### config.mk
export PLATFORM = sky130hd
export DESIGN_NAME = riscv_lsu_flat
export DESIGN_NICKNAME = d
export VERILOG_FILES = /design/src/rtl/riscv_lsu_if.sv /design/src/rtl/riscv_lsu.sv /design/src/flat_wrapper.sv
export SDC_FILE = /design/constraint.sdc
export NUM_CORES = 1
export LEC_CHECK = 0
export BUFFER_PORTS_ARGS = -buffer_cell sky130_fd_sc_hd__buf_2
export CAP_MARGIN = 20
export CORE_MARGIN = 2
export CORE_UTILIZATION = 30
export DETAILED_ROUTE_END_ITERATION = 10
export PLACE_DENSITY = 0.65
export SYNTH_ARGS = -nofsm -noshare
export SYNTH_HDL_FRONTEND = slang
export SYNTH_SLANG_ARGS = --single-unit
### constraint.sdc
create_clock -name clk_i -period 2.4 [get_ports clk_i]
set_input_delay 0.36 -clock clk_i [delete_from_list [all_inputs] [get_ports clk_i]]
set_output_delay 0.36 -clock clk_i [all_outputs]
set_load 0.03 [all_outputs]
### src/rtl/riscv_lsu_if.sv
// Bundle of core-side and memory-side signals of the load-store unit.
// Handshake: the core raises core_req_i and holds every core_* input stable
// while core_stall_o=1. The access completes in the cycle where core_stall_o
// drops (release cycle, or an lsu_err_o pulse). Towards memory, mem_req_o is
// a one-cycle pulse, and mem_ready_i may answer at the earliest one cycle later.
interface riscv_lsu_if;
  logic        core_req_i;
  logic        core_we_i;
  logic [2:0]  core_size_i;
  logic [31:0] core_addr_i;
  logic [31:0] core_wd_i;
  logic [31:0] core_rd_o;
  logic        core_stall_o;
  logic        lsu_err_o;
  logic        mem_req_o;
  logic        mem_we_o;
  logic [3:0]  mem_be_o;
  logic [31:0] mem_addr_o;
  logic [31:0] mem_wd_o;
  logic [31:0] mem_rd_i;
  logic        mem_ready_i;

  // LSU view
  modport master (
    input  core_req_i, core_we_i, core_size_i, core_addr_i, core_wd_i,
    input  mem_rd_i, mem_ready_i,
    output core_rd_o, core_stall_o, lsu_err_o,
    output mem_req_o, mem_we_o, mem_be_o, mem_addr_o, mem_wd_o
  );

  // Environment view (core + memory)
  modport slave (
    output core_req_i, core_we_i, core_size_i, core_addr_i, core_wd_i,
    output mem_rd_i, mem_ready_i,
    input  core_rd_o, core_stall_o, lsu_err_o,
    input  mem_req_o, mem_we_o, mem_be_o, mem_addr_o, mem_wd_o
  );
endinterface

### src/rtl/riscv_lsu.sv
// Load-store unit: turns sized byte-addressed core requests into word
// accesses with byte enables, extends load data and owns the core stall.
module riscv_lsu #(
  parameter int unsigned TIMEOUT_CYCLES = 255
) (
  input  logic         clk_i,
  input  logic         rst_i,
  riscv_lsu_if.master  bus,
  output logic         dbg_state_o
);

  typedef enum logic {S_IDLE = 1'b0, S_WAIT = 1'b1} state_e;

  localparam logic [7:0] TIMEOUT_LIM = 8'(TIMEOUT_CYCLES);

  state_e      state_q, state_d;
  logic        we_q, we_d;
  logic [2:0]  size_q, size_d;
  logic [1:0]  off_q, off_d;
  logic [7:0]  cnt_q, cnt_d;

  logic        req_valid;
  logic [3:0]  be_raw;
  logic [31:0] wd_raw;
  logic [31:0] shifted;
  logic [31:0] load_data;
  logic        req_c, stall_c, err_c;
  logic [31:0] rd_c;

  // Request validity, byte enables and replicated store data from live core inputs
  always_comb begin
    req_valid = 1'b0;
    case (bus.core_size_i)
      3'd0, 3'd4: req_valid = 1'b1;
      3'd1, 3'd5: req_valid = ~bus.core_addr_i[0];
      3'd2:       req_valid = (bus.core_addr_i[1:0] == 2'b00);
      default:    req_valid = 1'b0;
    endcase
    case (bus.core_size_i[1:0])
      2'd0: begin
        be_raw = 4'b0001 << bus.core_addr_i[1:0];
        wd_raw = {4{bus.core_wd_i[7:0]}};
      end
      2'd1: begin
        be_raw = 4'b0011 << bus.core_addr_i[1:0];
        wd_raw = {2{bus.core_wd_i[15:0]}};
      end
      default: begin
        be_raw = 4'b1111;
        wd_raw = bus.core_wd_i;
      end
    endcase
  end

  // Load extraction from the latched offset and size
  always_comb begin
    shifted = bus.mem_rd_i >> {off_q, 3'b000};
    case (size_q)
      3'd0:    load_data = {{24{shifted[7]}}, shifted[7:0]};
      3'd1:    load_data = {{16{shifted[15]}}, shifted[15:0]};
      3'd4:    load_data = {24'b0, shifted[7:0]};
      3'd5:    load_data = {16'b0, shifted[15:0]};
      default: load_data = shifted;
    endcase
  end

  // FSM next state, latched fields, wait counter and combinational outputs
  always_comb begin
    state_d = state_q;
    we_d    = we_q;
    size_d  = size_q;
    off_d   = off_q;
    cnt_d   = cnt_q;
    req_c   = 1'b0;
    stall_c = 1'b0;
    err_c   = 1'b0;
    rd_c    = 32'b0;
    case (state_q)
      S_IDLE: begin
        if (bus.core_req_i) begin
          if (req_valid) begin
            req_c   = 1'b1;
            stall_c = 1'b1;
            we_d    = bus.core_we_i;
            size_d  = bus.core_size_i;
            off_d   = bus.core_addr_i[1:0];
            cnt_d   = 8'd0;
            state_d = S_WAIT;
          end else begin
            err_c = 1'b1;
          end
        end
      end
      S_WAIT: begin
        if (bus.mem_ready_i) begin
          // Release wins over a timeout in the same cycle
          if (!we_q) rd_c = load_data;
          state_d = S_IDLE;
        end else if ((TIMEOUT_LIM != 8'd0) && (cnt_q == TIMEOUT_LIM)) begin
          err_c   = 1'b1;
          state_d = S_IDLE;
        end else begin
          stall_c = 1'b1;
          if (cnt_q != 8'hFF) cnt_d = cnt_q + 8'd1;
        end
      end
      default: state_d = S_IDLE;
    endcase
  end

  // Output gating: everything is forced to 0 while reset is asserted
  assign bus.mem_req_o    = rst_i & req_c;
  assign bus.core_stall_o = rst_i & stall_c;
  assign bus.lsu_err_o    = rst_i & err_c;
  assign bus.core_rd_o    = rst_i ? rd_c : 32'b0;
  assign bus.mem_we_o     = bus.mem_req_o & bus.core_we_i;
  assign bus.mem_be_o     = bus.mem_req_o ? be_raw : 4'b0;
  assign bus.mem_wd_o     = bus.mem_req_o ? wd_raw : 32'b0;
  assign bus.mem_addr_o   = rst_i ? {bus.core_addr_i[31:2], 2'b00} : 32'b0;
  assign dbg_state_o      = state_q;

  // State and latched-field registers
  always_ff @(posedge clk_i or negedge rst_i) begin
    if (!rst_i) begin
      state_q <= S_IDLE;
      we_q    <= 1'b0;
      size_q  <= 3'd0;
      off_q   <= 2'd0;
      cnt_q   <= 8'd0;
    end else begin
      state_q <= state_d;
      we_q    <= we_d;
      size_q  <= size_d;
      off_q   <= off_d;
      cnt_q   <= cnt_d;
    end
  end

endmodule

### src/flat_wrapper.sv
// flat-port wrapper written by rule: the top's interface ports become plain ports
module riscv_lsu_flat 
#(
  parameter int unsigned TIMEOUT_CYCLES = 255
)
  (clk_i, rst_i, dbg_state_o, bus_core_req_i, bus_core_we_i, bus_core_size_i, bus_core_addr_i, bus_core_wd_i, bus_mem_rd_i, bus_mem_ready_i, bus_core_rd_o, bus_core_stall_o, bus_lsu_err_o, bus_mem_req_o, bus_mem_we_o, bus_mem_be_o, bus_mem_addr_o, bus_mem_wd_o);
  riscv_lsu_if bus_i ();
  input  logic clk_i;
  input  logic rst_i;
  output logic dbg_state_o;
  input wire logic [$bits(bus_i.core_req_i)-1:0] bus_core_req_i;
  input wire logic [$bits(bus_i.core_we_i)-1:0] bus_core_we_i;
  input wire logic [$bits(bus_i.core_size_i)-1:0] bus_core_size_i;
  input wire logic [$bits(bus_i.core_addr_i)-1:0] bus_core_addr_i;
  input wire logic [$bits(bus_i.core_wd_i)-1:0] bus_core_wd_i;
  input wire logic [$bits(bus_i.mem_rd_i)-1:0] bus_mem_rd_i;
  input wire logic [$bits(bus_i.mem_ready_i)-1:0] bus_mem_ready_i;
  output wire logic [$bits(bus_i.core_rd_o)-1:0] bus_core_rd_o;
  output wire logic [$bits(bus_i.core_stall_o)-1:0] bus_core_stall_o;
  output wire logic [$bits(bus_i.lsu_err_o)-1:0] bus_lsu_err_o;
  output wire logic [$bits(bus_i.mem_req_o)-1:0] bus_mem_req_o;
  output wire logic [$bits(bus_i.mem_we_o)-1:0] bus_mem_we_o;
  output wire logic [$bits(bus_i.mem_be_o)-1:0] bus_mem_be_o;
  output wire logic [$bits(bus_i.mem_addr_o)-1:0] bus_mem_addr_o;
  output wire logic [$bits(bus_i.mem_wd_o)-1:0] bus_mem_wd_o;
  assign bus_i.core_req_i = bus_core_req_i;
  assign bus_i.core_we_i = bus_core_we_i;
  assign bus_i.core_size_i = bus_core_size_i;
  assign bus_i.core_addr_i = bus_core_addr_i;
  assign bus_i.core_wd_i = bus_core_wd_i;
  assign bus_i.mem_rd_i = bus_mem_rd_i;
  assign bus_i.mem_ready_i = bus_mem_ready_i;
  assign bus_core_rd_o = bus_i.core_rd_o;
  assign bus_core_stall_o = bus_i.core_stall_o;
  assign bus_lsu_err_o = bus_i.lsu_err_o;
  assign bus_mem_req_o = bus_i.mem_req_o;
  assign bus_mem_we_o = bus_i.mem_we_o;
  assign bus_mem_be_o = bus_i.mem_be_o;
  assign bus_mem_addr_o = bus_i.mem_addr_o;
  assign bus_mem_wd_o = bus_i.mem_wd_o;
  riscv_lsu #(.TIMEOUT_CYCLES(TIMEOUT_CYCLES)) u_core (.clk_i(clk_i), .rst_i(rst_i), .bus(bus_i), .dbg_state_o(dbg_state_o));
endmodule
==> impl_metrics.yaml <==
power_and_ir_drop:
  vdd_drop_max_mv: 0.195
  p_per_area_nw_per_um2: 395
  power.leakage_nw: 2.10
  finalPower_mw: 1.40
floorplanning:
  dieArea_um2: 8490
  io_pins: 209
  dieHeight_um: 92.1
  start_util_pct: 30.6
  rows: 32
  coreArea_um2: 7610
  fp.dieW_um: 92.1
min_path:
  hp-class: "input port to asynchronous set/reset pin"
sta:
  setup_slack_ns: 0.0813
  period_share_pct: 96.6
  fin_crit_ns: 2.32
  fin_setup_tns_ns: 0
  worst_slew_pin_slew_ns: 0.535
  finalMaxSlewViolations: 0
  fin_skew_ns: 0.00400
  final_hold_viol_count: 0
  relSlewSlack_pct: 64.2
  setup_violations: 0
  fmax_ghz: 0.431
  fin_hold_ws_ns: 0.202
setup_path:
  crit_type: "register to primary output"
  crit_family: "compound AO/OA/AOI/OAI gates"
  worst-path-buf-inv: 2
  cp-end-kind: "primary output"
  cp_data_arrival_time_ns: 1.96
  critical_path.max_fanout: 5
  max_stage_delay_ns: 0.40
  cp_slowest_cell: "dfrtp_1"
  path_cells: "or2_2, a311o_1, a211oi_4, buf_4, a21o_1, buf_2"
  required_ns: 2.04
  critPathLaunchType: "register"
drt:
  drt_iter0_drc: 96
  drc_errors: 0
  wire_per_inst_um: 13.0
  vias: 3083
  ant_nets: 0
  viasPerCell: 4.88
  drt-total-wl_mm: 8.24
  dr.pass1.iters: 4
cells_and_area:
  final_nets: 636
  layout.cells.non_filler: 632
  layout_common_cells: "204 x buf_2, 38 x nor2_1, 37 x nand2_1"
  final_common_cell: "buf_2"
  areaGrowthSynthToFinish_pct: 52.3
  final_util_pct: 46.7
  num_antenna_cells: 0
  drive_gt1_share_pct: 47.7
  design_area_um2: 3550
grt:
  grt_pass1_vias: 2932
  grt_max_degree: 58
  track_usage_pct: 18.1
  grt_overflow: 0
  grt_pass1_wl_mm: 13.0
  antenna_found_initial: 0
placed_design:
  post_dp_cell_area_um2: 3460
  io_buffer_count: 206
  hpwlAfterDp_mm: 6.71
  place_ws_ns: 0.116
  place_congestion: 0.891
  dp_cells: 626
synthesis:
  synth_edf_count: 0
  synth_area_um2: 2330
  ys_warn_count: 0
  ys_seq_area_share_pct: 16.1
  ys_types: 45
  synth_top_area_cell: "dfrtp_1"
  synthArstFlopShare_pct: 100
  synth_top_area_share_pct: 16.1
  synth-main-ff-cell: "dfrtp_1"
  netlist_instances: 331
  synthTopCellsByArea: "dfrtp_1 16%, mux2i_1 14%, and2_1 9.1%"
  avgSynthCellArea_um2: 7.04
  ys_seq_elements: 15
run_status:
  status: "finished clean"
clock_network:
  clkTransAtPathRegs_ns: 0.06
  clk_latency_ns: 0.24
  cts_htree_levels: 1
  cts_made_buffers: 3
  cts_tree: "built"
  root_buffer: "clkbuf_8"
  cts_max_path_buffers: 2
  clock_sinks: 15
job:
  maxCapViolCount: 0
-- cells by family after synthesis --
kind of cell    share of synthesized area (%)
compound gates                           25.4
buf+inv                                  6.55
flops                                    16.1
fa+ha+maj                               0.537
other cells                             0.161
mux                                      15.2
xor+xnor                                0.752
simple gates                             35.3
-- layer usage --
layer / up-vias / global-route usage (%) / wire [µm]
met2: 126 / 34.5 / 4180
met5: - / 0 / 0
met4: 0 / 5.22 / 96
met3: 8 / 2.14 / 597
met1: 1405 / 21.1 / 3360
li1: 1544 / - / -
-- cell type report --
class / instances / area (µm²)
multi-input cells: 285 / 1820
repair buffers: 223 / 1170
fillers: 802 / 4060
well taps: 102 / 128
flip-flops and latches: 15 / 377
inverters: 3 / 11.3
clock buffers: 4 / 45.0
-- power by group --
group,switching [mW],total (mW),internal [mW]
logic,0.528,0.872,0.344
clock network,0.0820,0.199,0.117
registers,0.0381,0.331,0.293
total,0.648,1.40,0.754
-- flip-flops by register name (all words and copies together) (netlist names) --
name and cells:
u_core.size_q 3, u_core.we_q 1, u_core.dbg_state_o 1, u_core.cnt_q 8
u_core.off_q 2
-- final timing paths --
| kind | start | slack, ns | endpoint | cells after the start |
|---|---|---|---|---|
| worst max-delay path | u_core.size_q[1] | 0.08 | bus_core_rd_o[29] | 6 |
| worst min-delay path | rst_i | 0.20 | u_core.cnt_q[2] | 2 |
| worst max register to register | u_core.dbg_state_o | 0.76 | u_core.cnt_q[7] | 4 |
| worst min register to register | u_core.we_q | 0.51 | u_core.we_q | 2 |
| max in group asynchronous | rst_i | 1.84 | u_core.off_q[0] | 2 |
| min in group clk_i | bus_core_we_i | 0.33 | u_core.we_q | 3 |
-- Yosys cell counts, types with 2 or more instances --
cell type / n
mux2i_1: 32
a21o_1: 8
o21bai_1: 2
xor2_1: 2
a21oi_1: 31
a211oi_1: 15
or2_2: 3
or3_1: 4
and3_1: 11
buf_4: 4
nand3_1: 3
nand2b_1: 2
and2_1: 34
buf_1: 4
nand4_1: 2
nand3b_1: 3
clkbuf_1: 12
inv_1: 2
buf_2: 8
o21ai_2: 8
and2_0: 3
dfrtp_1: 15
nand2_1: 37
o21ai_0: 15
nor2b_1: 11
nor2_1: 39
o211ai_1: 2
a21oi_2: 2
-- repair_timing --
| item | in CTS | in global routing |
|---|---|---|
| pin swaps | 1 | 3 |
| setup endpoints to repair | 21 | 19 |
| setup buffers | 0 | 2 |
| hold buffers | 0 | 0 |
| resized for setup | 3 | 6 |
(Power assumes the default switching activity.)
